===== src/rtl/vcve2_vrf_arbiter.sv =====
// Two-port arbiter in front of the single-port vector register file RAM.
// EX and LS share one access per cycle: round-robin on conflict, lockable bursts.
module vcve2_vrf_arbiter #(
    parameter int unsigned VLEN      = 128,
    parameter int unsigned AddrWidth = 5
) (
    input  logic                 clk_i,
    input  logic                 rst_ni,

    input  logic                 ex_req_i,
    input  logic                 ex_we_i,
    input  logic [AddrWidth-1:0] ex_addr_i,
    input  logic [VLEN-1:0]      ex_wdata_i,
    input  logic                 ex_lock_i,
    output logic                 ex_gnt_o,
    output logic                 ex_rvalid_o,
    output logic [VLEN-1:0]      ex_rdata_o,

    input  logic                 ls_req_i,
    input  logic                 ls_we_i,
    input  logic [AddrWidth-1:0] ls_addr_i,
    input  logic [VLEN-1:0]      ls_wdata_i,
    input  logic                 ls_lock_i,
    output logic                 ls_gnt_o,
    output logic                 ls_rvalid_o,
    output logic [VLEN-1:0]      ls_rdata_o,

    output logic                 ram_req_o,
    output logic                 ram_we_o,
    output logic [AddrWidth-1:0] ram_addr_o,
    output logic [VLEN-1:0]      ram_wdata_o,
    input  logic [VLEN-1:0]      ram_rdata_i
);

    localparam logic [1:0] ARB_FREE = 2'd0;
    localparam logic [1:0] OWN_EX   = 2'd1;
    localparam logic [1:0] OWN_LS   = 2'd2;

    logic [1:0] state_q, state_d;
    logic       last_ls_q, last_ls_d;   // 1: LS was granted most recently
    logic       pend_q, pend_d;
    logic       pend_ls_q, pend_ls_d;
    logic       ex_gnt, ls_gnt;

    // NOTE: every output of this block gets a default first so no latch is inferred.
    always_comb begin
        ex_gnt = 1'b0;
        ls_gnt = 1'b0;
        case (state_q)
            OWN_EX:  ex_gnt = ex_req_i;
            OWN_LS:  ls_gnt = ls_req_i;
            default: begin
                if (ex_req_i && ls_req_i) begin
                    ex_gnt = last_ls_q;
                    ls_gnt = !last_ls_q;
                end else begin
                    ex_gnt = ex_req_i;
                    ls_gnt = ls_req_i;
                end
            end
        endcase
        // Grants are combinational, so they must be forced low while reset is held.
        if (!rst_ni) begin
            ex_gnt = 1'b0;
            ls_gnt = 1'b0;
        end
    end

    always_comb begin
        state_d = state_q;
        case (state_q)
            OWN_EX:  if (!ex_lock_i) state_d = ARB_FREE;
            OWN_LS:  if (!ls_lock_i) state_d = ARB_FREE;
            default: begin
                state_d = ARB_FREE;
                if (ex_gnt && ex_lock_i)      state_d = OWN_EX;
                else if (ls_gnt && ls_lock_i) state_d = OWN_LS;
            end
        endcase
    end

    assign last_ls_d = ls_gnt ? 1'b1 : (ex_gnt ? 1'b0 : last_ls_q);
    assign pend_d    = (ex_gnt && !ex_we_i) || (ls_gnt && !ls_we_i);
    assign pend_ls_d = ls_gnt;

    // NOTE: state registers use non-blocking assignments so all flops update together.
    always_ff @(posedge clk_i or negedge rst_ni) begin
        if (!rst_ni) begin
            state_q   <= ARB_FREE;
            last_ls_q <= 1'b1;
            pend_q    <= 1'b0;
            pend_ls_q <= 1'b0;
        end else begin
            state_q   <= state_d;
            last_ls_q <= last_ls_d;
            pend_q    <= pend_d;
            pend_ls_q <= pend_ls_d;
        end
    end

    assign ex_gnt_o    = ex_gnt;
    assign ls_gnt_o    = ls_gnt;

    assign ram_req_o   = ex_gnt | ls_gnt;
    assign ram_we_o    = (ex_gnt & ex_we_i) | (ls_gnt & ls_we_i);
    assign ram_addr_o  = ({AddrWidth{ex_gnt}} & ex_addr_i) | ({AddrWidth{ls_gnt}} & ls_addr_i);
    assign ram_wdata_o = ({VLEN{ex_gnt}} & ex_wdata_i) | ({VLEN{ls_gnt}} & ls_wdata_i);

    // Read data is steered by the owner tag captured with the grant.
    assign ex_rvalid_o = pend_q & ~pend_ls_q;
    assign ls_rvalid_o = pend_q & pend_ls_q;
    assign ex_rdata_o  = {VLEN{ex_rvalid_o}} & ram_rdata_i;
    assign ls_rdata_o  = {VLEN{ls_rvalid_o}} & ram_rdata_i;

endmodule


===== config.mk =====
export PLATFORM = sky130hd
export DESIGN_NAME = vcve2_vrf_arbiter
export DESIGN_NICKNAME = d
export VERILOG_FILES = /design/src/rtl/vcve2_vrf_arbiter.sv
export SDC_FILE = /design/constraint.sdc
export NUM_CORES = 1
export LEC_CHECK = 0
export ABC_AREA = 1
export BUFFER_PORTS_ARGS = -buffer_cell sky130_fd_sc_hd__buf_2
export CAP_MARGIN = 10
export CELL_PAD_IN_SITES_DETAIL_PLACEMENT = 1
export CELL_PAD_IN_SITES_GLOBAL_PLACEMENT = 1
export CORE_AREA = 5 5 309 311
export CTS_CLUSTER_SIZE = 10
export DETAILED_ROUTE_END_ITERATION = 7
export DIE_AREA = 0 0 314 316
export PLACE_DENSITY = 0.38
export SETUP_SLACK_MARGIN = 0.1
export SLEW_MARGIN = 20
export SYNTH_ARGS = -nofsm -noshare
export SYNTH_HDL_FRONTEND = slang
export SYNTH_SLANG_ARGS = --single-unit

===== constraint.sdc =====
create_clock -name clk_i -period 3.2 [get_ports clk_i]
set_input_delay 0.64 -clock clk_i [delete_from_list [all_inputs] [get_ports clk_i]]
set_output_delay 0.64 -clock clk_i [all_outputs]
set_load 0.01 [all_outputs]

==> summary.md, run 1 <==
| Metric | Value |
|---|---|
| Final hold vios | `0` |
| Setup total negative slack | `0 ps` |
| Via total after detailed routing | `8345` |
| Fin nets | `2062` |
| Most instantiated cells after synthesis | `nand2_1 (421), nor2_1 (264), inv_1 (136)` |
| Sequential power share | `0.045` |
| Cells after Synth | `892` |
| Fin util | `0.09931` |
| Syn_nets | `1296` |
| H-tree depth | `1` |
| Clock tree buffer depth | `2` |
| Row Count | `112` |
| Worst-margin pin slew | `623.9 ps` |
| Post-Syn Area | `3566 µm²` |
| Hold Path Class | `in2async` |
| Hpwl dp | `59.26 mm` |
| DRC Markers | `0` |
| Nature of the critical path startpoint | `flip-flop` |
| Core Footprint | `92490 µm²` |
| Power Density | `193.9 nW/µm²` |
| Clk_lat worst skew | `230 ps` |
| CTS buffer count | `3` |
| Critical path type | `reg2out` |
| RSZ-0062 raised after global routing | `false` |
| CP Data Arrival Time | `2290 ps` |
| Top cell type's share of synthesized area | `0.4432` |
| Most common cell in the synthesized netlist | `nand2_1` |
| R2R Path Start | `state_q[0]$_DFFE_PN0P_` |
| # port buffers | `796` |
| DR pass1 iterations | `4` |
| Async S/R FF share, synth | `1.000` |
| DRC marker count from the first detailed-route iteration | `418` |
| Fin Clk Skew | `1.568 ps` |
| Hold Buf Count CTS | `0` |
| Outcome | `finished clean` |
| Final wirelength | `63.78 mm` |
| Die H | `316 µm` |
| Leakage | `6.445 nW` |
| Layout cells sized above 1 | `0.5003` |
| Final Setup Violations | `0` |
| Final period utilization | `0.9145` |
| TritonCTS clock tree | `built` |
| Clock power share | `0.115` |
| Initial cell density of the core | `0.03856` |
| Relative slew slack | `0.5840` |
| First-pass GRT wire length | `79.99 mm` |
| Root buf cell | `clkbuf_16` |
| Post-synthesis to final-layout area growth | `157.6%` |
| Sequential share of the synthesized area | `0.03544` |
| Routability Congestion | `0.8274` |
| Post-synth EDFFs | `0` |
| Synthesis Warnings | `0` |
| Vias in the first global route | `8725` |
| Max-cap violation count | `0` |
| Netlist cell types | `15` |
| Worst path required time | `2560 ps` |
| WL/cell | `22.25 µm` |
| Worst vdd ir | `0.09590 mV` |
| # IOs | `797` |
| Synth area leaders | `nand2_1 (44%), nor2_1 (28%), inv_1 (14%)` |
| Top FF cell, synth | `dfrtp_1` |
| Clock period minus worst slack | `2927 ps` |
| Seq cells post-synth | `5` |
| Clk slew on worst S/H paths | `30 ps` |
| CP Capture Type | `primary output` |
| Die area | `99220 µm²` |
| Clock sinks | `5` |
| Final Max Tran Viols | `0` |
| Sw Ratio | `0.5622` |
| Total gr overflow | `0` |
| Largest area contributor in the netlist | `nand2_1` |
| Combinational Power Share | `0.840` |
| Syn Area/Cell | `3.998 µm²` |
| GRT Overall Usage | `0.1173` |
| Antenna-violating nets left | `0` |
| FMAX | `341.7 MHz` |
| Routed vias/inst | `2.911` |
| Maximum number of pins on one net before global-route repair | `129` |
| Internal power | `779.9 µW` |
| P_sw | `1.001 mW` |
| Initial antenna violation count | `69` |
| Crit path max fanout | `28` |
| Die width | `314 µm` |
| CP startpoint | `state_q[0]$_DFFE_PN0P_` |
final timing paths:
path                                           to  slack [ps]  depth (start not counted)
max                               ram_wdata_o[80]         270                         10
min                        state_q[1]$_DFFE_PN0P_         250                          1
max reg2reg                      pend_q$_DFF_PN0_        1130                          9
min reg2reg                 last_ls_q$_DFFE_PN1P_         470                          2
max in group asynchronous   last_ls_q$_DFFE_PN1P_        2710                          1
min in group clk_i          last_ls_q$_DFFE_PN1P_         470                          2
cell type report:
cell class                 instances  area (µm²)
fill                           11750       83300
tap                             1197        1498
multi-input combinational        692        2645
inverter                         138       525.5
antenna                           13       32.53
clock buffer                       4       78.83
sequential                         5       126.4
timing repair buffer             818        4279
worst max-delay path: stages, from the launching register on:
cell       delay (ps)
dfrtp_1           370
inv_1              60
ha_1              370
nor2_1             80
nor2_1            140
nor2b_4           230
buf_4             190
clkbuf_16         220
nand2_1            70
nand2_1           110
buf_2             210
kinds of logic after synthesis:
family                   count (synthesis)  share of synthesized area
flip-flops                               5                    0.03544
AND/OR/NAND/NOR                        688                     0.7263
adder cells (fa/ha/maj)                  2                   0.007016
AO/OA/AOI/OAI                            2                   0.002807
buffers and inverters                  195                     0.2284
metrics by stage:
step	hold slack, ps	instances	setup slack [ps]	instance area (µm²)	total power, mW
6_report	250.2	2867	273.5	9185	1.781
5_1_grt	267.8	2857	105.0	9160	1.939
4_1_cts	250.7	2848	105.6	9057	1.809
3_5_place_dp	471.7	2844	197.8	8966	1.594
3_3_place_gp	484.9	2844	187.7	8966	1.600
2_1_floorplan	344.4	892	1032	3566	0.6619
sequential cells by signal, indices dropped and copies added, names as in the netlist:
name,flops
last_ls_q,1
pend_ls_q,1
pend_q,1
state_q,2
power by group through the flow:
stage / registers [mW] / logic [mW] / clock network, mW
floorplan: 0.0780 / 0.584 / 0
CTS: 0.0806 / 1.52 / 0.209
finish: 0.0803 / 1.50 / 0.205
detailed placement: 0.0813 / 1.51 / 0
global placement: 0.0816 / 1.52 / 0
global route: 0.0817 / 1.64 / 0.214
cells in the final DEF, fill, tap and decap left out:
master and n:
buf_2 796, nand2_1 418, nor2_1 264, inv_1 135
diode_2 13, buf_4 13, buf_12 6, clkbuf_16 5
dfrtp_1 4, nand2_2 2, o21ai_0 2, nand4_1 2
ha_1 2, nand2_4 1, inv_4 1, nor2b_4 1
inv_2 1, clkinv_4 1, clkbuf_1 1, dfstp_2 1
buf_16 1
per-layer routing:
layer / track usage / part of all wire / up-vias / wire, µm
li1: - / - / 4040 / -
met1: 0.1455 / 0.41 / 3615 / 26200
met2: 0.1958 / 0.46 / 550 / 29380
met3: 0.05584 / 0.12 / 106 / 7466
met4: 0.005044 / 0.0083 / 34 / 527
met5: 0 / 0.0033 / - / 211
repair_timing:
action	CTS	global route
setup buffers	0	4
gates resized for setup	3	2
cloned	0	2
endpoints found under the setup margin	4	25
(Power assumes the default switching activity.)
==> run 2, diff against run 1 <==
==> config.mk (replaced) <==
export PLATFORM = sky130hd
export DESIGN_NAME = vcve2_vrf_arbiter
export DESIGN_NICKNAME = d
export VERILOG_FILES = /design/src/rtl/vcve2_vrf_arbiter.sv
export SDC_FILE = /design/constraint.sdc
export NUM_CORES = 1
export LEC_CHECK = 0
export BUFFER_PORTS_ARGS = -buffer_cell sky130_fd_sc_hd__buf_2
export CAP_MARGIN = 10
export CELL_PAD_IN_SITES_DETAIL_PLACEMENT = 1
export CELL_PAD_IN_SITES_GLOBAL_PLACEMENT = 1
export CORE_AREA = 5 5 308 310
export CTS_CLUSTER_SIZE = 10
export DETAILED_ROUTE_END_ITERATION = 7
export DIE_AREA = 0 0 313 315
export PLACE_DENSITY = 0.35
export SETUP_SLACK_MARGIN = 0.1
export SYNTH_ARGS = -nofsm -noshare
export SYNTH_HDL_FRONTEND = slang
export SYNTH_SLANG_ARGS = --single-unit
==> run 2 against run 1 <==
Net effect:
- setup slack lost 120 ps
- sequential power rose by 5.0%
- maximum frequency down 3.9%
- sequential share of layout area grew 0.11 points
- critical path depth down 1
- largest power group unchanged
==> summary.md, run 2 <==
| Metric | Value |
|---|---|
| Outcome | `finished clean` |
| Top cell type's share of synthesized area | `0.3470` |
| Crit path max fanout | `36` |
| Hpwl dp | `65.13 mm` |
| DRC Markers | `0` |
| Fin Clk Skew | `0.4930 ps` |
| Synth area leaders | `a22o_1 (35%), and2_1 (24%), and3_1 (24%)` |
| WHS | `257.6 ps` |
| Antenna-violating nets left | `0` |
| Sequential share of the synthesized area | `0.03709` |
| Post-synthesis to final-layout area growth | `164.3%` |
| FMAX | `328.3 MHz` |
| Top FF cell, synth | `dfrtp_1` |
| Post-Place Cells | `2427` |
| Root buf cell | `clkbuf_16` |
| Die width | `313 µm` |
| H-tree depth | `1` |
| Fin nets | `1653` |
| Cells after Synth | `489` |
| Syn_nets | `893` |
| Final total power | `1.988 mW` |
| Top reg by flops | `state_q` |
| Vias in the first global route | `7953` |
| Worst vdd ir | `0.1316 mV` |
| Synthesis Warnings | `0` |
| Relative slew slack | `0.5303` |
| TritonCTS clock tree | `built` |
| Die H | `315 µm` |
| Final hold vios | `0` |
| Most common cell in the synthesized netlist | `a22o_1` |
| Post-synth EDFFs | `0` |
| Seq cells post-synth | `5` |
| Hold Buf Count CTS | `0` |
| Most common cell after layout, fill and taps aside | `buf_2` |
| Final Max Tran Viols | `0` |
| First-pass GRT wire length | `86.23 mm` |
| Clock tree buffer depth | `2` |
| Finished Layout Cells | `2453` |
| Largest area contributor in the netlist | `a22o_1` |
| Final wirelength | `69.67 mm` |
| Hold Path Class | `in2async` |
| Critical path's slowest cell | `dfrtp_1` |
| Critical path type | `reg2out` |
| Most frequent cells in the layout | `buf_2 (796), a22o_1 (135), and2_1 (129), and3_1 (128), buf_4 (21)` |
| WL/cell | `28.40 µm` |
| Worst-margin pin slew | `704.5 ps` |
| Syn Area/Cell | `6.967 µm²` |
| Nature of the critical path startpoint | `flip-flop` |
| Max incr delay on CP | `390 ps` |
| Initial antenna violation count | `89` |
| Post-place setup slack | `310.0 ps` |
| DRC marker count from the first detailed-route iteration | `414` |
| Via total after detailed routing | `7815` |
| Worst path required time | `2560 ps` |
| Core Footprint | `91390 µm²` |
| Final Setup Violations | `0` |
| Clk_lat worst skew | `230 ps` |
| CP Data Arrival Time | `2410 ps` |
| DR pass1 iterations | `4` |
| Max-cap violation count | `0` |
| Grt met1 use | `0.1512` |
| Met3 Use GR | `0.05430` |
| Setup total negative slack | `0 ps` |
| Clk slew on worst S/H paths | `30 ps` |
| Leakage | `5.656 nW` |
| Row Count | `111` |
| Netlist cell types | `20` |
| Async S/R FF share, synth | `1.000` |
| WP buf/inv | `5` |
| Worst path cell trace | `inv_1 > ha_2 > o211ai_1 > o21bai_2 > clkinv_4 > buf_12 > buf_4 > a22o_1 > buf_2` |
| Clock period minus worst slack | `3046 ps` |
| Max reg flops | `2` |
| Cell family with most CP delay | `buffers and inverters` |
| GRT busiest layer | `met2` |
| Setup slack after layout | `154.2 ps` |
| Post-Syn Area | `3407 µm²` |
| Routed vias/inst | `3.186` |
| Die area | `98600 µm²` |
| # port buffers | `796` |
| Initial cell density of the core | `0.03728` |
| Total gr overflow | `0` |
| Power Density | `220.8 nW/µm²` |
| DP Area | `8823 µm²` |
| # IOs | `797` |
| CTS buffer count | `3` |
| Design Area, Final | `9006 µm²` |
| Most instantiated cells after synthesis | `a22o_1 (135), and2_1 (129), and3_1 (128)` |
| CP Capture Type | `primary output` |
| Routability Congestion | `0.8824` |
| Fin util | `0.09855` |
| Grt met2 use | `0.2341` |
| GRT Overall Usage | `0.1302` |
| Clock sinks | `5` |
| Maximum number of pins on one net before global-route repair | `130` |
| RSZ-0062 raised after global routing | `true` |
| Final period utilization | `0.9518` |
| Layout cells sized above 1 | `0.6707` |
[run 2: cell types whose count changed after synthesis, moves of 128 or more]
cell and delta:
nor2_1 -264, a22o_1 +135, inv_1 -134, nand2_1 -413
and3_1 +128, and2_1 +129
[run 2: area by class of cell]
cell class	instances	area, µm²
diodes	19	47.55
flip-flops and latches	5	133.9
well taps	1186	1484
repair buffers	825	4302
inverters	4	27.53
fillers	11240	82380
multi-input cells	410	2933
clock buffers	4	78.83
[run 2: final timing paths]
path	from	to	slack, ps	cells after the start
max in group asynchronous	rst_ni	last_ls_q$_DFFE_PN1P_	2700	1
setup reg to reg	state_q[0]$_DFFE_PN0P_	state_q[0]$_DFFE_PN0P_	1590	5
hold / removal	rst_ni	state_q[1]$_DFFE_PN0P_	260	1
setup / recovery	state_q[0]$_DFFE_PN0P_	ram_wdata_o[123]	150	9
min in group clk_i	last_ls_q$_DFFE_PN1P_	last_ls_q$_DFFE_PN1P_	480	2
hold reg to reg	last_ls_q$_DFFE_PN1P_	last_ls_q$_DFFE_PN1P_	480	2
[run 2: cell families after synthesis]
| logic type | count (synthesis) | synth area share |
|---|---|---|
| AO/OA/AOI/OAI | 141 | 0.3632 |
| buffers and inverters | 74 | 0.1083 |
| flip-flops | 5 | 0.03709 |
| adder cells (fa/ha/maj) | 2 | 0.007344 |
| AND/OR/NAND/NOR | 267 | 0.4840 |
[run 2: where the power goes]
| part | total, mW | switching [mW] | leakage (nW) | internal [mW] |
|---|---|---|---|---|
| logic | 1.70 | 1.02 | 5.56 | 0.673 |
| clock network | 0.207 | 0.0414 | 0.0383 | 0.165 |
| registers | 0.0843 | 0.00852 | 0.0611 | 0.0758 |
[run 2: per-layer routing]
metal  vias to the layer above  share of wire  routed length (µm)
met5                         -         0.0053                 369
met4                        54          0.015                1037
met3                       144           0.11                7465
met2                       615           0.49               33990
met1                      3642           0.38               26800
li1                       3360              -                   -
[run 2: repair_timing]
| action | CTS | global route |
|---|---|---|
| resized for setup | 1 | 5 |
| setup endpoints to repair | 4 | 68 |
| setup buffers | 0 | 3 |
